## config.mk

```make
export PLATFORM = sky130hd
export DESIGN_NAME = mem_access_stage
export DESIGN_NICKNAME = d
export VERILOG_FILES = /design/src/rtl/mem_access_stage.sv
export SDC_FILE = /design/constraint.sdc
export NUM_CORES = 1
export LEC_CHECK = 0
export BUFFER_PORTS_ARGS = -buffer_cell sky130_fd_sc_hd__buf_2
export CAP_MARGIN = 10
export CORE_AREA = 2 2 117 119
export DETAILED_ROUTE_END_ITERATION = 7
export DIE_AREA = 0 0 119 121
export PLACE_DENSITY = 0.76
export SYNTH_ARGS = -nofsm -noshare
export SYNTH_HDL_FRONTEND = slang
export SYNTH_SLANG_ARGS = --single-unit
```

## constraint.sdc

```tcl
create_clock -name clk_i -period 3.65 [get_ports clk_i]
set_input_delay 0.365 -clock clk_i [delete_from_list [all_inputs] [get_ports clk_i]]
set_output_delay 0.365 -clock clk_i [all_outputs]
set_load 0.02 [all_outputs]
```

## src/rtl/mem_access_stage.sv

```systemverilog
// MEM stage: req/ack data-memory port, upstream stall, timeout watchdog,
// alignment/illegal-op check, and the MEM_WB_Reg result bundle.
//
// Ports:
//   clk_i, rst_i (async, active-high)
//   inst_i, WB_signal_i, M_signal_i, ALUResult_i, RTdata_i : from EX/MEM
//   mem_ack_i, mem_rdata_i : memory response
//   mem_req_o, mem_we_o, mem_addr_o, mem_wdata_o : memory request
//   stall_o : hold PC, IF/ID, ID/EX, EX/MEM
//   inst_o, WB_signal_o, MEMdata_o, ALUResult_o : to MEM_WB_Reg
//   err_o : sticky misaligned / illegal / timeout flag
module mem_access_stage #(
  parameter int unsigned TIMEOUT = 16
) (
  input  logic        clk_i,
  input  logic        rst_i,
  input  logic [31:0] inst_i,
  input  logic [1:0]  WB_signal_i,
  input  logic [1:0]  M_signal_i,
  input  logic [31:0] ALUResult_i,
  input  logic [31:0] RTdata_i,
  input  logic        mem_ack_i,
  input  logic [31:0] mem_rdata_i,
  output logic        mem_req_o,
  output logic        mem_we_o,
  output logic [31:0] mem_addr_o,
  output logic [31:0] mem_wdata_o,
  output logic        stall_o,
  output logic [31:0] inst_o,
  output logic [1:0]  WB_signal_o,
  output logic [31:0] MEMdata_o,
  output logic [31:0] ALUResult_o,
  output logic        err_o
);

  typedef enum logic [1:0] {
    IDLE   = 2'd0,
    ACCESS = 2'd1,
    DONE   = 2'd2
  } state_t;

  localparam logic [7:0] TO    = 8'(TIMEOUT);
  localparam logic [7:0] TO_M1 = 8'(TIMEOUT - 1);

  state_t      state_q, state_d;
  logic        req_q, req_d;
  logic        we_q, we_d;
  logic [31:0] addr_q, addr_d;
  logic [31:0] wdata_q, wdata_d;
  logic [31:0] rdata_q, rdata_d;
  logic [7:0]  cnt_q, cnt_d;
  logic        err_q, err_d;
  logic        stall;

  always_ff @(posedge clk_i or posedge rst_i) begin
    if (rst_i) begin
      state_q <= IDLE;
      req_q   <= 1'b0;
      we_q    <= 1'b0;
      addr_q  <= '0;
      wdata_q <= '0;
      rdata_q <= '0;
      cnt_q   <= '0;
      err_q   <= 1'b0;
    end else begin
      state_q <= state_d;
      req_q   <= req_d;
      we_q    <= we_d;
      addr_q  <= addr_d;
      wdata_q <= wdata_d;
      rdata_q <= rdata_d;
      cnt_q   <= cnt_d;
      err_q   <= err_d;
    end
  end

  always_comb begin
    state_d     = state_q;
    req_d       = req_q;
    we_d        = we_q;
    addr_d      = addr_q;
    wdata_d     = wdata_q;
    rdata_d     = rdata_q;
    cnt_d       = cnt_q;
    err_d       = err_q;
    stall       = 1'b0;
    WB_signal_o = WB_signal_i;
    unique case (state_q)
      IDLE: begin
        if (M_signal_i != 2'b00) begin
          WB_signal_o = 2'b00;
          if (M_signal_i == 2'b11 ||
              ALUResult_i[1:0] != 2'b00) begin
            err_d = 1'b1;
          end else begin
            stall   = 1'b1;
            req_d   = 1'b1;
            we_d    = M_signal_i[0];
            addr_d  = {ALUResult_i[31:2], 2'b00};
            wdata_d = RTdata_i;
            cnt_d   = '0;
            state_d = ACCESS;
          end
        end
      end
      ACCESS: begin
        stall       = 1'b1;
        WB_signal_o = 2'b00;
        if (cnt_q != TO) cnt_d = cnt_q + 8'd1;
        // An ack on the last allowed cycle still counts.
        if (mem_ack_i) begin
          req_d = 1'b0;
          if (!we_q) rdata_d = mem_rdata_i;
          state_d = DONE;
        end else if (cnt_q == TO_M1) begin
          req_d   = 1'b0;
          err_d   = 1'b1;
          rdata_d = '0;
          state_d = DONE;
        end
      end
      DONE: state_d = IDLE;
      default: state_d = IDLE;
    endcase
  end

  // Upstream must never see a stall while reset is held.
  assign stall_o     = stall & ~rst_i;
  assign mem_req_o   = req_q;
  assign mem_we_o    = we_q;
  assign mem_addr_o  = addr_q;
  assign mem_wdata_o = wdata_q;
  assign inst_o      = inst_i;
  assign ALUResult_o = ALUResult_i;
  assign MEMdata_o   = rdata_q;
  assign err_o       = err_q;

endmodule
```

=== Word-level counts from Yosys, hierarchy flattened ===
Cells that the tools add are included.

* Register bits: 107
* Latch bits: 0
* Bits in writable memories: 0
* Bits in read-only memories: 0
* Input bits: 135
* Output and inout port bits: 166
* Word-level logic and storage cells: 63
* Memories kept: 0

* $add $sub $neg: 1
* Multipliers: 0
* Divide/modulo/power cells: 0
* Order comparisons: 0
* Equality and inequality tests: 12
* Shift-type cells: 0
* Multiplexer cells: 27
* Bitwise gates (word level): 3
* Reduce and logical (&&, ||, !) cells: 12

{| class="wikitable"
|+ Operator list
! kind !! number
|-
| 2-to-1 mux 32 bit || 3
|-
| 2-to-1 mux 8 bit || 3
|-
| one-hot mux 8 bit (2 select lines) || 1
|-
| inequality test 2 bit (second input constant) || 7
|-
| 2-to-1 mux 1 bit || 10
|-
| 2-to-1 mux 2 bit || 5
|-
| AND reduction 3 bit || 3
|-
| adder 8 x 1 -> 8 bit (second input constant) || 1
|-
| equality test 8 x 4 -> 1 bit (second input constant) || 1
|-
| inequality test 8 x 5 -> 1 bit (second input constant) || 1
|-
| one-hot mux 2 bit (2 select lines) || 2
|-
| AND reduction 4 bit || 2
|-
| nonzero test 2 bit || 4
|-
| one-hot mux 1 bit (2 select lines) || 3
|-
| AND reduction 5 bit || 1
|-
| inequality test 3 bit (second input constant) || 1
|-
| equality test 2 x 1 -> 1 bit (second input constant) || 1
|-
| equality test 2 bit (second input constant) || 1
|-
| zero test 2 bit || 1
|-
| inverter 1 bit || 2
|-
| AND 1 bit || 1
|-
| logical OR 1 bit || 1
|}

=== Depth between registers and ports, before layout ===
* Depth after elaboration: 6
* Depth in mapped cells: 6
* Mapped depth without buffers: 6

=== Worst setup path after synthesis ===
OpenSTA, ideal clock, no wires.

* Path type: register -> register
* Start: register cnt_q[5]
* End: register cnt_q[0]
* Arrival time: 1593 ps
* Setup slack: 1933 ps
* Stages on the path, launching flop included: 5
* Path buffers: 0
* Clock period less this slack: 1717 ps
* Path through: dfrtp_1 -> or3_4 -> or4_4 -> and2_4 -> mux2_2

* Word-level cells in the longest chain between the ends: 3

{| class="wikitable"
|+ Ends and longest elaborated chain
! item !! RTL line !! text
|-
| start: declaration || 51 || <nowiki>logic [7:0] cnt_q, cnt_d;</nowiki>
|-
| start signal: assignment || 72 || <nowiki>cnt_q <= cnt_d;</nowiki>
|-
| inequality test 8 x 5 -> 1 bit || 109 || <nowiki>if (cnt_q != TO) cnt_d = cnt_q + 8'd1;</nowiki>
|-
| inequality test 2 bit (no source line) || n/a ||
|-
| AND reduction 4 bit (no source line) || n/a ||
|}

Every way passes these cells.
A chain may end at the register's enable or synchronous reset.

=== Worst setup path after layout ===
* Start: register state_q[0]
* End: output port stall_o

* Word-level cells in the longest chain between the ends: 3
* Elaborated cells between the ends (all ways): 4

{| class="wikitable"
|+ Ends and longest elaborated chain
! item !! RTL line !! text
|-
| start: declaration || 45 || <nowiki>state_t state_q, state_d;</nowiki>
|-
| start signal: assignment || 66 || <nowiki>state_q <= state_d;</nowiki>
|-
| equality test 2 x 1 -> 1 bit or zero test 2 bit (tied branches) || 88 || <nowiki>unique case (state_q)</nowiki>
|-
| one-hot mux 1 bit (2 select lines) (*) || 88 ||
|-
| AND 1 bit (*) || 128 || <nowiki>assign stall_o = stall & ~rst_i;</nowiki>
|-
| end: declaration || 28 || <nowiki>output logic stall_o,</nowiki>
|}

Every way passes the cells marked *; elsewhere a longest branch is shown, timed or not.

==> reports/summary.txt <==
final setup margin: 1.39 ns
maximum clock path buffer count: 2
highest-count cells in the layout ignoring fill and taps: nand2_1 (255), buf_2 (234), dfrtp_1 (107)
initial cell density of the core: 37.3%
CP Cell Sequence: nor2b_1 > a21oi_1 > nor2_1 > buf_2
CTS HTree Levels: 3
Worst Hold Slack: 0.207 ns
global-route wire length before repair: 19700 µm
met2 Use GR: 28.2%
RePlAce Congestion: 0.762
worst hold path depth: 3
TritonCTS Sinks: 107
# DRC: 0
pin count of the biggest net entering global routing: 84
PwrDens: 733 mW/mm²
CP max stage delay: 0.65 ns
DRT iter0 DRCs: 226
measured slew at the worst slew-check pin: 1.15 ns
# setup viols final: 0
grt total ovfl: 0
footprint of the multi-input gates: 0.00160 mm²
Sequential Area: 0.00268 mm²
Die ar.: 0.0144 mm²
I/O pin total: 301
core area: 0.0131 mm²
DP HPWL: 9130 µm
Yosys cell types: 36
vias: 4074
total wire length: 12400 µm
Net Sw Power: 0.00175 W
setup TNS: 0 ns
sequential share of the synthesized area: 54.8%
met1 Usage GRT: 21.7%
Syn Std Cell Area: 0.00488 mm²
HP Class: input pin to flop
Seq pwr share: 40.8%
met3 Track Usage GR: 6.30%
Yosys warnings: 0
Worst Setup Start Kind: flop
worst skew pair latency: 0.35 ns
R2R cell count: 5
busiest layer in global routing: met2
clk slew on worst S/H paths: 0.07 ns
skew final: 0.00552 ns
Max stage delay cell, worst path: a21oi_1
Die Width: 119 µm
endpoint class of the critical path: output pin
Final Hold Viols: 0
Final nets: 847
Post-Syn Instances: 548
DIE HEIGHT: 121 µm
Slew Limit Fails: 0
DRT Pass-1 Iters: 5
clock power share: 20.4%
Mean Syn Cell Area: 8.91 µm²
internal power: 0.00265 W
post-route ant nets: 0
setup bufs post-CTS: 0
Num CTS Buffers: 9
antenna violations before repair: 0
critical path required time: 3.28 ns
Clock Tree Root: clkbuf_16
vias in the first global route: 3847
max cap viols: 0
std cell rows: 42
Critical Path Fanout Max: 11
Comb power frac: 38.8%
layout cells sized above 1: 37.0%
crit path DAT: 1.89 ns
RSZ-0062 raised after global routing: false
post-CTS sizing: 0
period utilisation layout: 61.8%
fin crit period: 2.26 ns
Buffers on Ports: 234
final core occ: 45.9%
Rel. slew slack: 22.7%
DR vias/cell: 4.58
DP Worst Slack: 1.38 ns
GRT Resource Usage Total: 17.4%
Fillers: 1262
leak pwr: 3.31 nW
status: finished, final reports clean
#FFs+latches synth: 107
P&R area growth vs syn: 23.0%
switching share of total power: 39.8%
ANT cells: 0
# hold bufs at CTS: 0
critical path class: flop to output pin
VDD IR-drop max: 0.340 mV
most common cell after layout, fill and taps aside: nand2_1
CTS tree: done
fmax: 0.443 GHz
WL/cell: 14.0 µm
==> power groups by stage <==
stage | registers [W] | logic, W | clock network (W)
CTS | 0.00180 | 0.00174 | 0.000926
finish | 0.00179 | 0.00171 | 0.000897
detailed placement | 0.00181 | 0.00174 | 0
global placement | 0.00181 | 0.00170 | 0
floorplan | 0.00224 | 0.000752 | 0
global route | 0.00185 | 0.00190 | 0.000987
==> worst max-delay path: cells and delay by family (launching register included) <==
kind / cells / cell delay (ns)
AOI/OAI and AO/OA: 1 / 0.65
DFF: 1 / 0.44
and+or+nand+nor: 2 / 0.27
buffers and inverters: 1 / 0.18
==> final cells by class <==
class | instances | area share (%)
Inverter | 6 | 0.417
Timing Repair Buffer | 240 | 20.3
Clock inverter | 4 | 0.458
Clock buffer | 11 | 4.04
Sequential cell | 107 | 44.6
Multi-Input combinational cell | 346 | 26.6
Tap cell | 176 | 3.67
==> through the flow <==
step / power (W) / cells / instance area [µm²]
2_1_floorplan: 0.00299 / 549 / 4890
3_3_place_gp: 0.00351 / 875 / 5740
3_5_place_dp: 0.00355 / 875 / 5740
4_1_cts: 0.00447 / 890 / 6010
5_1_grt: 0.00473 / 890 / 6010
6_report: 0.00440 / 890 / 6010
==> flip-flops by register name, indices dropped and copies added (netlist names) <==
register	count
state_q	2
mem_wdata_o	32
cnt_q	8
err_o	1
mem_req_o	1
MEMdata_o	32
mem_we_o	1
mem_addr_o	30
==> Yosys cell counts <==
cell        n  area share [%]
a211o_1     1            0.18
a211oi_1    1            0.15
a21oi_1     6            0.61
a22o_1      1            0.18
a22o_2      1            0.20
a22oi_1    32             4.9
and2_1      3            0.38
and2_4      1            0.18
and3_1      1            0.13
buf_1       3            0.23
buf_2       9            0.92
buf_4      66              10
clkbuf_1   12            0.92
conb_1      1           0.077
dfrtp_1   107              55
ha_1        2            0.51
inv_1       6            0.46
mux2_2      1            0.23
nand2_1   256              20
nand2b_1    2            0.26
nand3_1     3            0.31
nor2_1      6            0.46
nor2b_1     4            0.51
nor3_1      1            0.10
nor4_1      2            0.26
nor4_2      1            0.26
o21ai_0     6            0.61
o21bai_1    2            0.31
o31ai_1     3            0.46
o41a_1      1            0.23
or3_1       1            0.13
or3_4       1            0.23
or4_1       1            0.15
or4_4       1            0.23
xnor2_1     1            0.18
xor2_1      2            0.36
==> cell families after synthesis <==
group                      count (synthesis)  share of synthesized area, %
muxes                                      1                         0.231
xor gates and xnor gates                   3                         0.538
and+or+nand+nor                          284                          23.3
AOI/OAI and AO/OA                         54                          7.87
DFF                                      107                          54.8
buffers and inverters                     96                          12.7
other                                      1                        0.0768
adders and majority gates                  2                         0.512
==> routing by layer <==
layer	up-vias	part of all wire (%)	wire length [µm]
met5	-	0	0
met4	0	1.8	226
met3	15	8.3	1030
met2	187	48	6010
met1	1870	41	5150
li1	2002	-	-
==> worst paths after layout <==
check,startpoint,endpoint,slack (ns)
setup / recovery,state_q[0],stall_o,1.39
hold / removal,RTdata_i[5],mem_wdata_o[5],0.21
setup reg to reg,state_q[1],mem_wdata_o[4],1.41
hold reg to reg,mem_addr_o[15],mem_addr_o[15],0.47
max in group asynchronous,rst_i,mem_addr_o[26],2.60
min in group asynchronous,rst_i,state_q[1],0.27
(Power assumes the default switching activity.)
